## src/rtl/cond_pkg.sv

```systemverilog
// Shared definitions for conditional-execution units: condition codes,
// NZCV flag bit positions and the controller state encoding.
package cond_pkg;

    localparam logic [3:0] COND_AL = 4'b0000;
    localparam logic [3:0] COND_EQ = 4'b0001;
    localparam logic [3:0] COND_GT = 4'b0010;
    localparam logic [3:0] COND_LT = 4'b0011;
    localparam logic [3:0] COND_GE = 4'b0100;
    localparam logic [3:0] COND_LE = 4'b0101;
    localparam logic [3:0] COND_HI = 4'b0110;
    localparam logic [3:0] COND_LO = 4'b0111;
    localparam logic [3:0] COND_HS = 4'b1000;

    localparam int FLAG_N = 3;
    localparam int FLAG_Z = 2;
    localparam int FLAG_C = 1;
    localparam int FLAG_V = 0;

    typedef enum logic {
        IDLE = 1'b0,
        BUSY = 1'b1
    } state_e;

endpackage

```

## src/rtl/cond_eval.sv

```systemverilog
// Combinational condition-code evaluator: decides whether an instruction
// with code `cond` executes under the given NZCV flags.
module cond_eval
    import cond_pkg::*;
(
    input  logic [3:0] cond,
    input  logic [3:0] flags,
    output logic       pass
);

    logic n, z, c, v;

    always_comb begin
        n = flags[FLAG_N];
        z = flags[FLAG_Z];
        c = flags[FLAG_C];
        v = flags[FLAG_V];
        pass = 1'b0;
        case (cond)
            COND_AL: pass = 1'b1;
            COND_EQ: pass = z;
            COND_GT: pass = !z && (n == v);
            COND_LT: pass = (n != v);
            COND_GE: pass = (n == v);
            COND_LE: pass = z || (n != v);
            COND_HI: pass = c && !z;
            COND_LO: pass = !c;
            COND_HS: pass = c;
            default: pass = 1'b0;
        endcase
    end

endmodule

```

## src/rtl/cond_exec_ctrl.sv

```systemverilog
// Conditional-execution sequencer owning the NZCV flags register.
// Define COND_CTRL_TIMEOUT_EN to abort a BUSY instruction after TIMEOUT cycles.
module cond_exec_ctrl
    import cond_pkg::*;
#(
    parameter int unsigned TIMEOUT = 16
) (
    input  logic       clk,
    input  logic       rst,
    input  logic       in_valid,
    output logic       in_ready,
    input  logic [3:0] in_cond,
    input  logic       in_setf,
    output logic       alu_go,
    input  logic       alu_done,
    input  logic [3:0] alu_flags,
    output logic       exec_valid,
    output logic       exec_en,
    output logic [3:0] flags,
    output logic       timeout_err
);

    if (TIMEOUT == 0) begin : g_bad_timeout
        $error("TIMEOUT must be at least 1");
    end

    state_e     state_q, state_d;
    logic       setf_q, setf_d;
    logic [3:0] flags_q, flags_d;
    logic       alu_go_q, alu_go_d;
    logic       exec_valid_q, exec_valid_d;
    logic       exec_en_q, exec_en_d;
    logic       timeout_err_q, timeout_err_d;
    logic       cond_pass;

`ifdef COND_CTRL_TIMEOUT_EN
    localparam int CNT_W = $clog2(TIMEOUT + 1);
    logic [CNT_W-1:0] cnt_q, cnt_d;
`endif

    cond_eval u_cond_eval (
        .cond  (in_cond),
        .flags (flags_q),
        .pass  (cond_pass)
    );

    always_comb begin
        state_d       = state_q;
        setf_d        = setf_q;
        flags_d       = flags_q;
        alu_go_d      = 1'b0;
        exec_valid_d  = 1'b0;
        exec_en_d     = 1'b0;
        timeout_err_d = 1'b0;
`ifdef COND_CTRL_TIMEOUT_EN
        cnt_d         = cnt_q;
`endif
        case (state_q)
            IDLE: begin
                if (in_valid) begin
                    if (cond_pass) begin
                        state_d  = BUSY;
                        setf_d   = in_setf;
                        alu_go_d = 1'b1;
`ifdef COND_CTRL_TIMEOUT_EN
                        cnt_d    = '0;
`endif
                    end else begin
                        exec_valid_d = 1'b1;
                    end
                end
            end
            BUSY: begin
                // A response on the expiry edge still completes normally.
                if (alu_done) begin
                    if (setf_q) flags_d = alu_flags;
                    exec_valid_d = 1'b1;
                    exec_en_d    = 1'b1;
                    state_d      = IDLE;
                end
`ifdef COND_CTRL_TIMEOUT_EN
                else if (cnt_q == CNT_W'(TIMEOUT - 1)) begin
                    exec_valid_d  = 1'b1;
                    timeout_err_d = 1'b1;
                    state_d       = IDLE;
                end else begin
                    cnt_d = cnt_q + CNT_W'(1);
                end
`endif
            end
            default: state_d = IDLE;
        endcase
    end

    always_ff @(posedge clk) begin
        if (rst) begin
            state_q       <= IDLE;
            setf_q        <= 1'b0;
            flags_q       <= 4'b0000;
            alu_go_q      <= 1'b0;
            exec_valid_q  <= 1'b0;
            exec_en_q     <= 1'b0;
            timeout_err_q <= 1'b0;
`ifdef COND_CTRL_TIMEOUT_EN
            cnt_q         <= '0;
`endif
        end else begin
            state_q       <= state_d;
            setf_q        <= setf_d;
            flags_q       <= flags_d;
            alu_go_q      <= alu_go_d;
            exec_valid_q  <= exec_valid_d;
            exec_en_q     <= exec_en_d;
            timeout_err_q <= timeout_err_d;
`ifdef COND_CTRL_TIMEOUT_EN
            cnt_q         <= cnt_d;
`endif
        end
    end

    assign in_ready    = (state_q == IDLE);
    assign alu_go      = alu_go_q;
    assign exec_valid  = exec_valid_q;
    assign exec_en     = exec_en_q;
    assign flags       = flags_q;
    assign timeout_err = timeout_err_q;

endmodule

```

## config.mk

```make
export PLATFORM = sky130hd
export DESIGN_NAME = cond_exec_ctrl
export DESIGN_NICKNAME = d
export VERILOG_FILES = /design/src/rtl/cond_pkg.sv /design/src/rtl/cond_eval.sv /design/src/rtl/cond_exec_ctrl.sv
export SDC_FILE = /design/constraint.sdc
export NUM_CORES = 1
export LEC_CHECK = 0
export CORE_AREA = 2 2 39 41
export DETAILED_ROUTE_END_ITERATION = 10
export DIE_AREA = 0 0 41 43
export GPL_ROUTABILITY_DRIVEN = 0
export GPL_TIMING_DRIVEN = 0
export PLACE_DENSITY_LB_ADDON = 0.3
export SYNTH_ARGS = -nofsm -noshare
export SYNTH_HDL_FRONTEND = slang
export SYNTH_SLANG_ARGS = --single-unit
```

## constraint.sdc

```tcl
create_clock -name clk -period 1.5 [get_ports clk]
set_clock_uncertainty 0.15 [all_clocks]
set_input_delay 0.15 -clock clk [delete_from_list [all_inputs] [get_ports clk]]
set_output_delay 0.15 -clock clk [all_outputs]
set_load 0.005 [all_outputs]
```

==> results of run 1 <==
layout make-up:
type | count | area (µm²)
fill | 143 | 686
multi-input combinational | 33 | 245
timing repair buffer | 21 | 201
sequential | 9 | 183
clock buffer | 4 | 26.3
tap | 16 | 20.0
buffer | 2 | 11.3
inverter | 3 | 11.3
stage by stage:
stage	instances	area (µm²)	TNS [ps]	utilization	power, µW
finish	88	698	0	0.505	512
global route	88	698	0	0.505	540
CTS	87	679	0	0.491	519
detailed placement	82	649	-821	0.469	331
global placement	82	649	-779	0.469	330
floorplan	47	439	0	-	284
timing repair:
item	CTS	global route
resized for setup	3	5
buffers inserted	1	1
hold buffers	0	0
pin swaps	3	2
setup endpoints to repair	2	6
final timing paths:
path	start	end	slack (ps)	depth (start not counted)
max reg2reg	flags[0]$_SDFFE_PP0P_	setf_q$_SDFFE_PP0P_	60	5
min reg2reg	state_q$_SDFF_PP0_	exec_en$_SDFF_PP0_	310	2
min	rst	flags[3]$_SDFFE_PP0P_	90	2
max	flags[0]$_SDFFE_PP0P_	flags[0]	30	1
cells by family (layout without fill, tap and decap cells):
| kind of cell | after synthesis | count (layout) | synth area share |
|---|---|---|---|
| AND/OR/NAND/NOR | 17 | 17 | 0.202 |
| AO/OA/AOI/OAI | 9 | 9 | 0.179 |
| flip-flops | 9 | 9 | 0.410 |
| buffers and inverters | 5 | 30 | 0.0513 |
| multiplexers | 4 | 4 | 0.0912 |
| XOR/XNOR | 2 | 2 | 0.0570 |
| other | 1 | 1 | 0.00854 |
cells in the final DEF (no fill, tap or decap), drive strengths merged:
cell type	count
a211oi	1
a21o	1
a41o	1
and4bb	1
buf	3
clkbuf	5
clkdlybuf4s50	16
conb	1
dfxtp	9
dlygate4sd2	3
inv	3
mux2i	4
nand2	3
nand2b	2
nand3	2
nand3b	1
nor2	7
nor2b	1
o2111ai	1
o21ai	3
o31ai	1
o41ai	1
xnor2	2
power by group through the flow:
stage / registers (µW) / clock network [µW] / logic (µW)
5_1_grt: 248 / 205 / 87.4
2_1_floorplan: 253 / 0 / 30.7
6_report: 248 / 184 / 80.4
3_3_place_gp: 252 / 0 / 77.7
3_5_place_dp: 253 / 0 / 78.2
4_1_cts: 248 / 194 / 78.0
worst register-to-register path: stages (launching register included):
cell and delay (ps):
dfxtp_1 340, xnor2_2 150, buf_4 140, o2111ai_2 230, a41o_1 230, o41ai_2 70
routing by layer:
layer	vias to the layer above	wire, µm	track usage
met5	-	0	0
li1	213	-	-
met3	4	73	0.0366
met1	186	406	0.150
met2	13	408	0.147
met4	0	41	0.120
sequential cells by signal, indices dropped and copies added, names as in the netlist:
register	cells
state_q	1
setf_q	1
flags	4
exec_en	1
alu_go	1
exec_valid	1
==> results.md, run 1 <==
* Status: finished clean
* Yosys cell types at 24
* Slowest-stage cell, CP: clkdlybuf4s50_1
* Yosys top cell area share at 0.410
* Hold slack at 91.2 ps
* Unrepaired setup endpoints after global routing: false
* First drt pass iteration count at 3
* Leading register cell type out of synthesis: dfxtp_1
* First-pass GRT wire length at 1350 µm
* Vias in the first global route at 348
* Via density per instance at 4.73
* Kind of critical path: register to primary output
* Sequential Power Share at 0.483
* Part of the cycle the worst path needs at 0.980
* Dpl hpwl at 707 µm
* Crit path DAT at 1170 ps
* DRC Markers at 0
* Startpoint types: register
* Yosys warning count at 0
* Final ANT Viol Nets at 0
* Worst slack at placement at -292 ps
* HP Class: primary input to register
* Starting DRT DRC Count at 7
* Max frequency at 680 MHz
* Drt total wl at 929 µm
* Cells after Synth at 47
* Clock share of power at 0.360
* CTS tree: done
* Worst Path Buf+Inv at 1
* Async S/R FF share, synth at 0
* Total CTS buffers at 3
* Crit path max fanout at 3
* Worst-path cell chain: clkdlybuf4s50_1
* Core Area at 1380 µm²
* VDD IR-drop max at 0.000432 V
* Switch share at 0.228
* Overall die width at 41 µm
* Syn nets at 60
* Final nets at 86
* Critical path's largest stage delay at 520 ps
* I/O Buffers at 19
* Area delta synth->final at 59.0%
* Final hold vios at 0
* Max Cap Viol at 0
* Pint at 395 µW
* I/O Pins at 22
* Most frequent cell after synthesis: dfxtp_1
* Yosys reg bits at 9
* Initial Utilization at 0.317
* Wire per inst at 10.6 µm
* Mean Syn Cell Area at 9.34 µm²
* Pleak at 0.000306 µW
* Yosys top cell by area: dfxtp_1
* Setup violators final at 0
* Initial antenna violation count at 0
* Top post-synthesis cells by count: dfxtp_1, nor2_1, mux2i_1
* Fin. max-slew vios at 0
* Largest net degree at the start of global routing at 10
* Die Ht at 43 µm
* H-tree lvl count at 1
* Total die area at 1760 µm²
* Mapped Area at 439 µm²
* Reg clk slew, reported paths at 60 ps
* Sw power at 117 µW
* Min cycle time layout at 1470 ps
* N_diodes at 0
* Clock root buffer: clkbuf_4
* Clock Tree Buf Depth at 2
* Layout cells sized above 1 at 0.194
* Clock latency on the worst-skew pair at 260 ps
* Crit. End Element: primary output
* Post-synth EDFFs at 0
* FP Rows at 14
* Fin worst setup slack at 29.7 ps
* Combinational power share at 0.157
* Clock Sink Count at 9
* Synth top area cells: dfxtp_1, mux2i_1, nor2_1
* Total congestion overflow at 0
* Crit path required time at 1200 ps
* Delay-heaviest family, CP: buffers and inverters
* Global-route usage over all layers at 0.119
* Vias at 416
* Power per Cell Area at 734 nW/µm²
* Sequential share of the synthesized area at 0.410
Note: power is estimated with default switching activity, not from simulation.
==> run 2: changes to the inputs <==
- ABC_CLOCK_PERIOD_IN_PS: unset -> 1500
- SLEW_MARGIN: unset -> 10
==> results of run 2 <==
The final DEF is identical to that of run 1; final timing and power are the same.
